===== config.mk =====
export PLATFORM = sky130hd
export DESIGN_NAME = lsu
export DESIGN_NICKNAME = d
export VERILOG_FILES = /design/src/rtl/lsu.sv
export SDC_FILE = /design/constraint.sdc
export NUM_CORES = 1
export LEC_CHECK = 0
export ABC_AREA = 1
export CAP_MARGIN = 10
export CORE_MARGIN = 2
export CORE_UTILIZATION = 49
export CTS_BUF_LIST = sky130_fd_sc_hd__clkbuf_8
export CTS_CLUSTER_SIZE = 30
export DETAILED_ROUTE_END_ITERATION = 8
export PLACE_DENSITY = 0.84
export SYNTH_ARGS = -nofsm -noshare
export SYNTH_HDL_FRONTEND = slang
export SYNTH_SLANG_ARGS = --single-unit

===== constraint.sdc =====
create_clock -name clk -period 9.4 [get_ports clk]
set_clock_uncertainty 0.15 [all_clocks]
set_input_delay 1.41 -clock clk [delete_from_list [all_inputs] [get_ports clk]]
set_output_delay 1.41 -clock clk [all_outputs]
set_load 0.02 [all_outputs]

===== src/rtl/lsu.sv =====
// lsu: handshaked load/store bus master for the multi-cycle npc core.
// Accepts one access, drives a strobed XLEN bus, returns extended data.
module lsu #(
  parameter int XLEN   = 32,
  parameter int ADDR_W = 32
) (
  input  logic              clk,
  input  logic              rst,
  input  logic              req_valid,
  output logic              req_ready,
  input  logic              req_wr,
  input  logic [2:0]        req_op,
  input  logic [ADDR_W-1:0] req_addr,
  input  logic [XLEN-1:0]   req_wdata,
  output logic              resp_valid,
  output logic [XLEN-1:0]   resp_rdata,
  output logic              resp_err,
  output logic              mem_req_valid,
  input  logic              mem_req_ready,
  output logic              mem_wen,
  output logic [ADDR_W-1:0] mem_addr,
  output logic [XLEN-1:0]   mem_wdata,
  output logic [XLEN/8-1:0] mem_wstrb,
  input  logic              mem_resp_valid,
  input  logic [XLEN-1:0]   mem_rdata
);

  localparam int SW = XLEN / 8;
  localparam int OW = $clog2(SW);

  typedef enum logic [1:0] {
    IDLE,
    REQ,
    WAIT,
    RESP
  } state_t;

  state_t state, state_nxt;

  logic          wr_q;
  logic [2:0]    op_q;
  logic [OW-1:0] off_q;
  logic [OW-1:0] off;
  logic          illegal;
  logic          misalign;
  logic          bad;
  logic [SW-1:0] mask;
  logic [XLEN-1:0] raw;
  logic [XLEN-1:0] ld_data;
  logic [6:0]    sh;
  logic          full;
  logic          accept;

  assign off    = req_addr[OW-1:0];
  assign accept = (state == IDLE) && req_valid;
  assign bad    = illegal | misalign;

  always_comb begin
    illegal = 1'b0;
    if (req_op == 3'b111)
      illegal = 1'b1;
    if (req_wr && req_op[2])
      illegal = 1'b1;
    if (XLEN == 32 && (req_op == 3'b011 || req_op == 3'b110))
      illegal = 1'b1;
  end

  always_comb begin
    misalign = 1'b0;
    mask     = SW'(8'h01);
    unique case (req_op[1:0])
      2'd0: begin
        misalign = 1'b0;
        mask     = SW'(8'h01);
      end
      2'd1: begin
        misalign = req_addr[0];
        mask     = SW'(8'h03);
      end
      2'd2: begin
        misalign = |req_addr[1:0];
        mask     = SW'(8'h0F);
      end
      2'd3: begin
        misalign = |req_addr[2:0];
        mask     = SW'(8'hFF);
      end
      default: ;
    endcase
  end

  // Left-justify the access, then shift back down to sign- or zero-fill.
  always_comb begin
    raw  = mem_rdata >> {off_q, 3'b000};
    sh   = 7'(XLEN) - (7'd8 << op_q[1:0]);
    full = (op_q[1:0] == 2'd3) ||
           (XLEN == 32 && op_q[1:0] == 2'd2);
    if (full)
      ld_data = raw;
    else if (!op_q[2])
      ld_data = $signed(raw << sh) >>> sh;
    else
      ld_data = (raw << sh) >> sh;
  end

  always_ff @(posedge clk or posedge rst) begin
    if (rst)
      state <= IDLE;
    else
      state <= state_nxt;
  end

  always_comb begin
    state_nxt = state;
    unique case (state)
      IDLE: if (req_valid) state_nxt = bad ? RESP : REQ;
      REQ:  if (mem_req_ready) state_nxt = WAIT;
      WAIT: if (mem_resp_valid) state_nxt = RESP;
      RESP: state_nxt = IDLE;
      default: state_nxt = IDLE;
    endcase
  end

  assign req_ready     = (state == IDLE);
  assign mem_req_valid = (state == REQ);
  assign resp_valid    = (state == RESP);

  always_ff @(posedge clk or posedge rst) begin
    if (rst) begin
      wr_q       <= 1'b0;
      op_q       <= 3'b000;
      off_q      <= '0;
      resp_err   <= 1'b0;
      resp_rdata <= '0;
      mem_wen    <= 1'b0;
      mem_addr   <= '0;
      mem_wdata  <= '0;
      mem_wstrb  <= '0;
    end else begin
      if (accept) begin
        wr_q       <= req_wr;
        op_q       <= req_op;
        off_q      <= off;
        resp_err   <= bad;
        resp_rdata <= '0;
        if (!bad) begin
          mem_addr  <= {req_addr[ADDR_W-1:OW], {OW{1'b0}}};
          mem_wen   <= req_wr;
          mem_wstrb <= req_wr ? (mask << off) : '0;
          mem_wdata <= req_wr ? (req_wdata << {off, 3'b000}) : '0;
        end
      end
      if (state == WAIT && mem_resp_valid)
        resp_rdata <= wr_q ? '0 : ld_data;
    end
  end

endmodule


==> out/results.ini, run 1 <==
[status]
outcome = finished, final reports clean

[clock_network]
cts_buffers = 9
cts_tree = yes
cts-resized-gates = 0
htree_num_levels = 3
cts_buffer_depth = 2
postCtsHoldBufs = 0
clkSinkCount = 108
postCtsSetupBuffers = 0
clk_pin_slew_ps = 100
worstSkewPairLatency_ps = 370
cts-root-buf = clkbuf_8

[route]
wirelength_um = 16900
viasPerCell = 5.39
vias = 5644
wl_per_cell_um = 16.1
drtPass1Iterations = 7
drt_iter0_drc = 536
drc = 0
postRouteAntennaNets = 0

[power]
irDropWorstVdd_uv = 201
cellPowerDensity_nw_per_um2 = 294
p_leak_uw = 0.00379

[floorplan]
fp.dieW_um = 110
io_pins = 210
fp.dieArea_um2 = 12100
die_y_um = 110
core-area_um2 = 10900
start_util_pct = 50.6
rows = 38

[job]
drv_cap = 0

[logic_synthesis]
synth_enable_flop_cells = 0
ys.flop_type = dfrtp_1
syn-cell-area_um2 = 5510
synth_cell_types = 32
seq_area_frac_synth_pct = 49.1
async_reset_ff_share_pct = 100
syn_area_per_cell_um2 = 7.60
ys_warn_count = 0
synthesis.instances = 725
ys_ff_latch = 108

[placement]
io_buffers = 207
dpl.cell_count = 1033
dp_hpwl_um = 12300
gp_congestion = 0.936
pre_cts_slack_ps = 4610

[setup_path]
crit_buf_inv = 4
path_common_cell = nand2_1
cp_top_family = buffers and inverters
cp_slowest_stage_delay_ps = 1190
rr_startpoint = state[0]
cp.arrival_ps = 4570
crit_chain = clkdlybuf4s50_1 -> inv_4 -> nand2_2 -> o211ai_2 -> nand3_2 -> buf_4 -> inv_2 -> nand2_1 -> nand2_1
cp-start-kind = primary input
cp_data_required_time_ps = 9510
cp_slowest_cell = clkdlybuf4s50_1
cp_max_fo = 53
path_class = primary input to flip-flop
crit_start = req_addr[0]
cp-end-kind = flip-flop

[finish]
final_util_pct = 70.8
seqCellArea_um2 = 2700
finalNonFillerCells = 1048
drive_gt1_share_pct = 4.96
multi_input_area_um2 = 2400
diodes = 0
fill_cells = 916
fin_nets = 1013
area_growth_pct = 39.9

[sta]
slew_headroom_pct = 27.4
rsz0062_at_grt = false
worst_slack_ps = 4930
finalSetupViolCount = 0
finalHoldViolCount = 0
fmax_mhz = 224
setup_tns_ps = 0
worst_slew_pin_slew_ps = 1090
fin_crit_ps = 4470
drv_slew = 0
min_period_over_period_pct = 47.5

[global_route]
antenna_found_initial = 0
grt_pass1_wl_um = 26300
grt_overflow = 0
globalRouteTotalUtil_pct = 28.1
grt_max_degree = 79
grt_pass1_vias = 5534

[min_path]
hold_start = mem_wdata[10]
min_path_type = flip-flop to flip-flop

[registers in the layout, summed over array words and instances (netlist names)]
register and flops:
state 2, mem_wdata 32, resp_err 1, off_q 2, mem_addr 30, wr_q 1, resp_rdata 32, op_q 3
mem_wen 1, mem_wstrb 4
[tightest hold or removal path: stages, from the launching register on]
cell and delay (ps):
dfrtp_1 360, nand2_1 50, nand2_1 50
[where the power goes]
group	switching (uW)	internal [uW]
sequential	145	656
clock	162	97.8
combinational	687	515
[final timing paths]
kind | end | slack (ps) | depth (start not counted)
worst max-delay path | mem_addr[29] | 4930 | 9
worst min-delay path | mem_wdata[10] | 340 | 2
worst max register to register | mem_addr[29] | 6460 | 9
worst min register to register | mem_wdata[10] | 340 | 2
max in group asynchronous | mem_wdata[7] | 6560 | 3
min in group asynchronous | mem_addr[5] | 1220 | 2
[stage by stage]
step / hold slack (ps) / instance area (um^2) / total power (uW)
4_1_cts: 345 / 7710 / 2270
5_1_grt: 367 / 7710 / 2410
3_3_place_gp: 312 / 7540 / 1960
6_report: 342 / 7710 / 2260
2_1_floorplan: 325 / 5510 / 1460
3_5_place_dp: 315 / 7540 / 2000
[cells by family (layout without fill, tap and decap cells)]
kind of cell,Yosys count,count (layout),synth area share (%)
AOI/OAI and AO/OA,103,103,10.9
DFF,108,108,49.1
buffers and inverters,83,265,7.36
other,1,2,0.0681
and+or+nand+nor,426,426,31.8
adders and majority gates,4,4,0.909
[Yosys cell counts, types with 2 or more instances]
cell type    n  area (um^2)
nand4_1     18          113
nand3_1     25          125
a22oi_1      9         67.6
buf_6        7         78.8
inv_2        4         15.0
nor2_1      24         90.1
dfrtp_1    108         2700
o211ai_1     8         60.1
buf_4        5         37.5
o31ai_1      4         30.0
ha_1         4         50.1
o22ai_1      9         56.3
nand3_2      2         20.0
o21ai_0     43          215
a22o_1       3         26.3
nand2_1    337         1260
buf_2       16         80.1
nor2_2       2         12.5
nor3_1       2         10.0
a21oi_1     25          125
clkbuf_1    15         56.3
inv_1       33          124
or2_2       10         62.6
nand2_2      4         25.0
[metal layers]
metal / up-vias / part of all wire (%) / track usage (%)
met5: - / 0 / 0
met3: 41 / 10 / 7.70
li1: 2672 / - / -
met4: 0 / 3.1 / 10.8
met1: 2624 / 38 / 33.5
met2: 307 / 49 / 48.2
[cell type report]
class / count / share of cell area, %
clock buffers: 9 / 1.61
repair buffers: 211 / 27.3
multi-input cells: 535 / 31.2
inverters: 39 / 1.96
well taps: 140 / 2.27
clock inverters: 6 / 0.633
flip-flops and latches: 108 / 35.1
[placed cells by master (no fill, tap or decap), types with 10 or more instances in the layout]
| cell | n |
|---|---|
| dfrtp_1 | 108 |
| clkdlybuf4s50_1 | 207 |
| nand2_1 | 337 |
| nand3_1 | 25 |
| nor2_1 | 24 |
| nand4_1 | 18 |
| inv_1 | 32 |
| or2_2 | 10 |
| o21ai_0 | 43 |
| a21oi_1 | 25 |
Note: power is estimated with default switching activity, not from simulation.
==> inputs of run 2 (changes only) <==
Settings changed: CORE_UTILIZATION 49 to 46, PLACE_DENSITY 0.84 to 0.79.
Clock period 9.4 ns to 4.2 ns, I/O delays scaled along.
==> out/results.ini, run 2 (synthesis gave the netlist of run 1 again) <==
[placement]
dpl.cell_count = 1038  ; +0.48%
dp_hpwl_um = 12500  ; +2.4%
io_buffers = 207  ; unchanged
gp_congestion = 0.864  ; -7.8%

[setup_path]
cp-end-kind = output port
cp_slowest_cell = clkdlybuf4s50_1
crit_chain = inv_1 -> ha_1 -> clkdlybuf4s50_1
rr_startpoint = state[0]
r2r_slack_ps = 1660  ; -4800 ps
cp_max_fo = 5  ; -91%
reg2reg_to = mem_addr[3]
crit_start = state[0]
crit_buf_inv = 2  ; -2
path_class = flip-flop to output port
cp_data_required_time_ps = 3420  ; -6090 ps
reg2regPathDepth = 8  ; -1
cp-start-kind = flip-flop
cp_slowest_stage_delay_ps = 640  ; -550 ps
cp.arrival_ps = 1800  ; -2770 ps
cp_top_family = buffers and inverters

[power]
p_leak_uw = 0.00382  ; +0.57%
p_int_uw = 2840  ; +120%
cellPowerDensity_nw_per_um2 = 659  ; +120%
p_sw_share_pct = 44.3  ; +0.32 points
p_switching_uw = 2260  ; +130%
p_clk_share_pct = 12.0  ; +0.5 points
p_seq_share_pct = 35.3  ; about the same
comb_power_share_pct = 52.8  ; -0.3 points
irDropWorstVdd_uv = 451  ; +120%

[floorplan]
fp.dieArea_um2 = 12900  ; +6.3%
io_pins = 210  ; unchanged
core-area_um2 = 11600  ; +6.2%
rows = 39  ; +2.6%
fp.dieW_um = 113  ; +3.1%
start_util_pct = 47.6  ; -3.0 points
die_y_um = 113  ; +3.1%

[route]
postRouteAntennaNets = 0  ; unchanged
drc = 0  ; unchanged
wirelength_um = 17200  ; +1.7%
viasPerCell = 5.32  ; -1.1%
drtPass1Iterations = 5  ; -2
drt_iter0_drc = 427  ; -20%
wl_per_cell_um = 16.3  ; +1.1%
vias = 5612  ; -0.57%

[min_path]
whs_endpoint = mem_wdata[15]
whs_path_depth = 2  ; unchanged
min_path_type = flip-flop to flip-flop
hold_start = mem_wdata[15]

[sta]
drv_slew = 0  ; unchanged
fin_crit_ps = 2580
fmax_mhz = 388
rsz0062_at_grt = false
finalSetupViolCount = 0  ; unchanged
finalHoldViolCount = 0  ; unchanged
slew_headroom_pct = 34.4  ; +7.1 points
min_period_over_period_pct = 61.4
setup_tns_ps = 0  ; unchanged
worst_slew_pin_slew_ps = 983  ; -104 ps

[clock_network]
postCtsHoldBufs = 0  ; unchanged
clk_pin_slew_ps = 110  ; about the same
cts-resized-gates = 0  ; unchanged
cts_tree = yes
clkSinkCount = 108  ; unchanged
worstSkewPairLatency_ps = 380  ; about the same
cts_buffers = 9  ; unchanged
cts-root-buf = clkbuf_8
htree_num_levels = 3  ; unchanged
postCtsSetupBuffers = 0  ; unchanged
cts_buffer_depth = 2  ; unchanged

[finish]
diodes = 0  ; unchanged
seqCellArea_um2 = 2700  ; unchanged
largest_registers = mem_wdata x32, resp_rdata x32, mem_addr x30
finalNonFillerCells = 1054  ; +0.57%
fin_nets = 1015  ; +0.20%
layout_commonest_cell = nand2_1
fill_cells = 981  ; +7.1%
area_growth_pct = 40.5
multi_input_area_um2 = 2400  ; unchanged
final_cell_mix = nand2_1, clkdlybuf4s50_1, dfrtp_1
drive_gt1_share_pct = 5.16  ; +0.20 points

[global_route]
grt_overflow = 0  ; unchanged
globalRouteTotalUtil_pct = 27.0  ; -1.0 points
grt_pass1_wl_um = 27500  ; +4.4%
grt_max_degree = 57  ; -28%
grt_pass1_vias = 5694  ; +2.9%
antenna_found_initial = 0  ; unchanged

[job]
drv_cap = 0  ; unchanged

[status]
outcome = finished, final reports clean

run 2: cell count changes in the layout (fill, tap and decap cells not counted):
cell	before	now
inv_1	32	33
buf_4	4	6
clkinvlp_4	2	1
clkinv_8	0	1
run 2: worst reg2reg max path, cell delays in order (launching register included):
cell	delay [ps]
dfrtp_1	430
inv_1	110
ha_1	240
nand2_1	230
inv_1	190
nand3_2	370
inv_2	550
nand2_1	130
nand2_1	80
run 2: power groups by stage:
stage | logic (uW) | registers [uW] | clock network [uW]
after floorplan | 1070 | 2190 | 0
after global placement | 2620 | 1790 | 0
after detailed placement | 2690 | 1800 | 0
after CTS | 2700 | 1800 | 623
after global routing | 2920 | 1850 | 665
final | 2690 | 1800 | 612
run 2: worst max path at each step:
stage	to	slack, ps	cells after the start
6_report	req_ready	1620	3
2_1_floorplan	mem_addr[10]	570	1
5_1_grt	mem_addr[9]	1370	8
3_3_place_gp	mem_addr[21]	1380	8
3_5_place_dp	mem_addr[28]	1250	8
4_1_cts	req_ready	1610	3
run 2: stage by stage:
stage                     total power (uW)  hold WS [ps]  setup slack, ps  utilization [%]  area, um^2
after CTS                             5110           341             1610             66.9        7740
after global placement                4410           312             1380             65.3        7550
after global routing                  5440           367             1370             66.9        7740
after detailed placement              4490           315             1250             65.3        7550
final                                 5100           340             1620             66.9        7740
after floorplan                       3260           325              574                -        5510
run 2: per-layer routing:
metal  global-route usage (%)  part of all wire, %  vias to the layer above  wire (um)
met2                     46.0                   49                      243       8420
li1                         -                    -                     2670          -
met1                     33.7                   40                     2667       6880
met5                        0                    0                        -          0
met3                     6.59                  8.4                       32       1440
met4                     9.76                  2.4                        0        416
run 2: layout make-up:
type	count	share of cell area, %
Sequential cell	108	34.9
Multi-Input combinational cell	535	31.1
Timing Repair Buffer	213	27.4
Tap cell	143	2.31
Inverter	39	1.96
Clock buffer	9	1.60
Clock inverter	7	0.792
==> inputs of run 3 (changes only) <==
Settings changed: CORE_UTILIZATION 46 to 41, PLACE_DENSITY 0.79 to 0.74.
Clock period 4.2 ns to 2.1 ns, I/O delays scaled along.
==> out/results.ini, run 3 (synthesis gave the netlist of run 1 again) <==
[status]
outcome = finished, final reports clean

[setup_path]
reg2regPathDepth = 9  ; +1
reg2reg_to = mem_wdata[26]
path_class = flip-flop to output port
cp_max_fo = 4  ; -1
cp-start-kind = flip-flop
cp_data_required_time_ps = 1630  ; -1790 ps
cp.arrival_ps = 1550  ; -250 ps
r2r_slack_ps = 140  ; -1520 ps
rr_startpoint = state[0]
cp-end-kind = output port

[floorplan]
die_y_um = 120  ; +5.7%
start_util_pct = 41.8  ; -5.9 points
rows = 42  ; +7.7%
fp.dieW_um = 120  ; +5.7%
core-area_um2 = 13200  ; +14%
io_pins = 210  ; unchanged
fp.dieArea_um2 = 14400  ; +12%

[clock_network]
htree_num_levels = 3  ; unchanged
cts_buffer_depth = 2  ; unchanged
cts_tree = yes
clkSinkCount = 108  ; unchanged
cts_buffers = 9  ; unchanged
clk_pin_slew_ps = 100  ; about the same
cts-root-buf = clkbuf_8
worstSkewPairLatency_ps = 380  ; about the same

[route]
drt_iter0_drc = 399  ; -6.6%
drtPass1Iterations = 5  ; unchanged
wirelength_um = 16800  ; -2.3%
vias = 5518  ; -1.7%
postRouteAntennaNets = 0  ; unchanged
drc = 0  ; unchanged
wl_per_cell_um = 15.1  ; -7.4%
viasPerCell = 4.96  ; -6.8%

[sta]
min_period_over_period_pct = 95.8
rsz0062_at_grt = false
finalHoldViolCount = 0  ; unchanged
drv_slew = 0  ; unchanged
fin_crit_ps = 2010
finalSetupViolCount = 0  ; unchanged
fmax_mhz = 497
hold_ws_ps = 219  ; -121 ps

[power]
cellPowerDensity_nw_per_um2 = 1280  ; +93%
irDropWorstVdd_uv = 690  ; +53%
totalPowerFinal_uw = 10300  ; +100%
p_leak_uw = 0.00396  ; +3.7%

[global_route]
grt_max_degree = 64  ; +12%
gr-usage-met3_pct = 7.75  ; +1.2 points
antenna_found_initial = 0  ; unchanged
grt_pass1_wl_um = 26600  ; -3.0%
grt_use_met1_pct = 29.5  ; -4.2 points
grt_use_met2_pct = 37.5  ; -8.6 points
globalRouteTotalUtil_pct = 23.4  ; -3.6 points
busiest_layer = met2
grt_pass1_vias = 5331  ; -6.4%
grt_overflow = 0  ; unchanged

[finish]
fill_cells = 1221  ; +24%
largest_registers = mem_wdata x32, resp_rdata x32, mem_addr x30
finalInstanceArea_um2 = 8050  ; +4.1%
diodes = 0  ; unchanged
final_util_pct = 61.1  ; -5.9 points
layout_commonest_cell = nand2_1
finalNonFillerCells = 1112  ; +5.5%
final_cell_mix = nand2_1, clkdlybuf4s50_1, dfrtp_1
fin_nets = 1041  ; +2.6%
drive_gt1_share_pct = 7.80  ; +2.6 points
area_growth_pct = 46.2

[placement]
dpl_cell_area_um2 = 7830  ; +3.6%
io_buffers = 207  ; unchanged
gp_congestion = 0.914  ; +5.8%
dpl.cell_count = 1093  ; +5.3%
dp_hpwl_um = 12200  ; -2.7%

[job]
drv_cap = 0  ; unchanged

[min_path]
min_path_type = primary input to asynchronous set/reset pin

-- run 3: cell count changes in the layout (fill, tap and decap cells not counted), moves of 2 or more --
cell and delta:
clkdlybuf4s50_1 -2, buf_4 +18, buf_12 +7, clkinvlp_4 +2, dlygate4sd2_1 +2
-- run 3: layout make-up --
cell class                      count  area, um^2  share of cell area [%]
Multi-Input combinational cell    536        2420                    30.0
Sequential cell                   108        2700                    33.6
Clock buffer                        9         124                    1.54
Clock inverter                      6        48.8                   0.606
Timing Repair Buffer              238        2390                    29.7
Tap cell                          176         220                    2.73
Inverter                           39         153                    1.90
-- run 3: worst max path at each step --
stage                      startpoint             to  slack (ps)  cells past startpoint
after floorplan              state[0]  mem_wdata[24]         260                      9
after global placement    req_addr[0]   mem_wdata[5]         -50                      8
after detailed placement  req_addr[0]   mem_wdata[2]        -110                      8
after CTS                    state[0]   mem_wdata[5]          30                      8
after global routing         state[0]   mem_wstrb[1]          10                      9
final                        state[1]     resp_valid          90                      2
-- run 3: metrics by stage --
step                      TNS, ps  setup WS (ps)
after floorplan                 0            265
after global placement       -573          -52.7
after detailed placement    -2550           -112
after CTS                       0           30.4
after global routing            0           9.79
final                           0           87.8
-- run 3: report_power, final --
group / total, uW / switching [uW] / internal [uW]
combinational: 5600 / 3130 / 2480
sequential: 3480 / 544 / 2940
clock: 1190 / 746 / 440
-- run 3: per-layer routing --
metal | wire, um | part of all wire, %
met5 | 0 | 0
met2 | 7760 | 46
met4 | 414 | 2.5
met1 | 7020 | 42
met3 | 1570 | 9.4
-- run 3: worst max-delay path, cell delays in order, from the launching register on --
cell,delay [ps]
dfrtp_1,410
ha_1,160
clkdlybuf4s50_1,590
-- run 3: timing repair --
action	4_1_cts	5_1_grt
buffers inserted	0	3
gates resized for setup	2	0
pin swaps	0	2
gates cloned	0	1
endpoints found under the setup margin	2	36
hold buffers	0	0
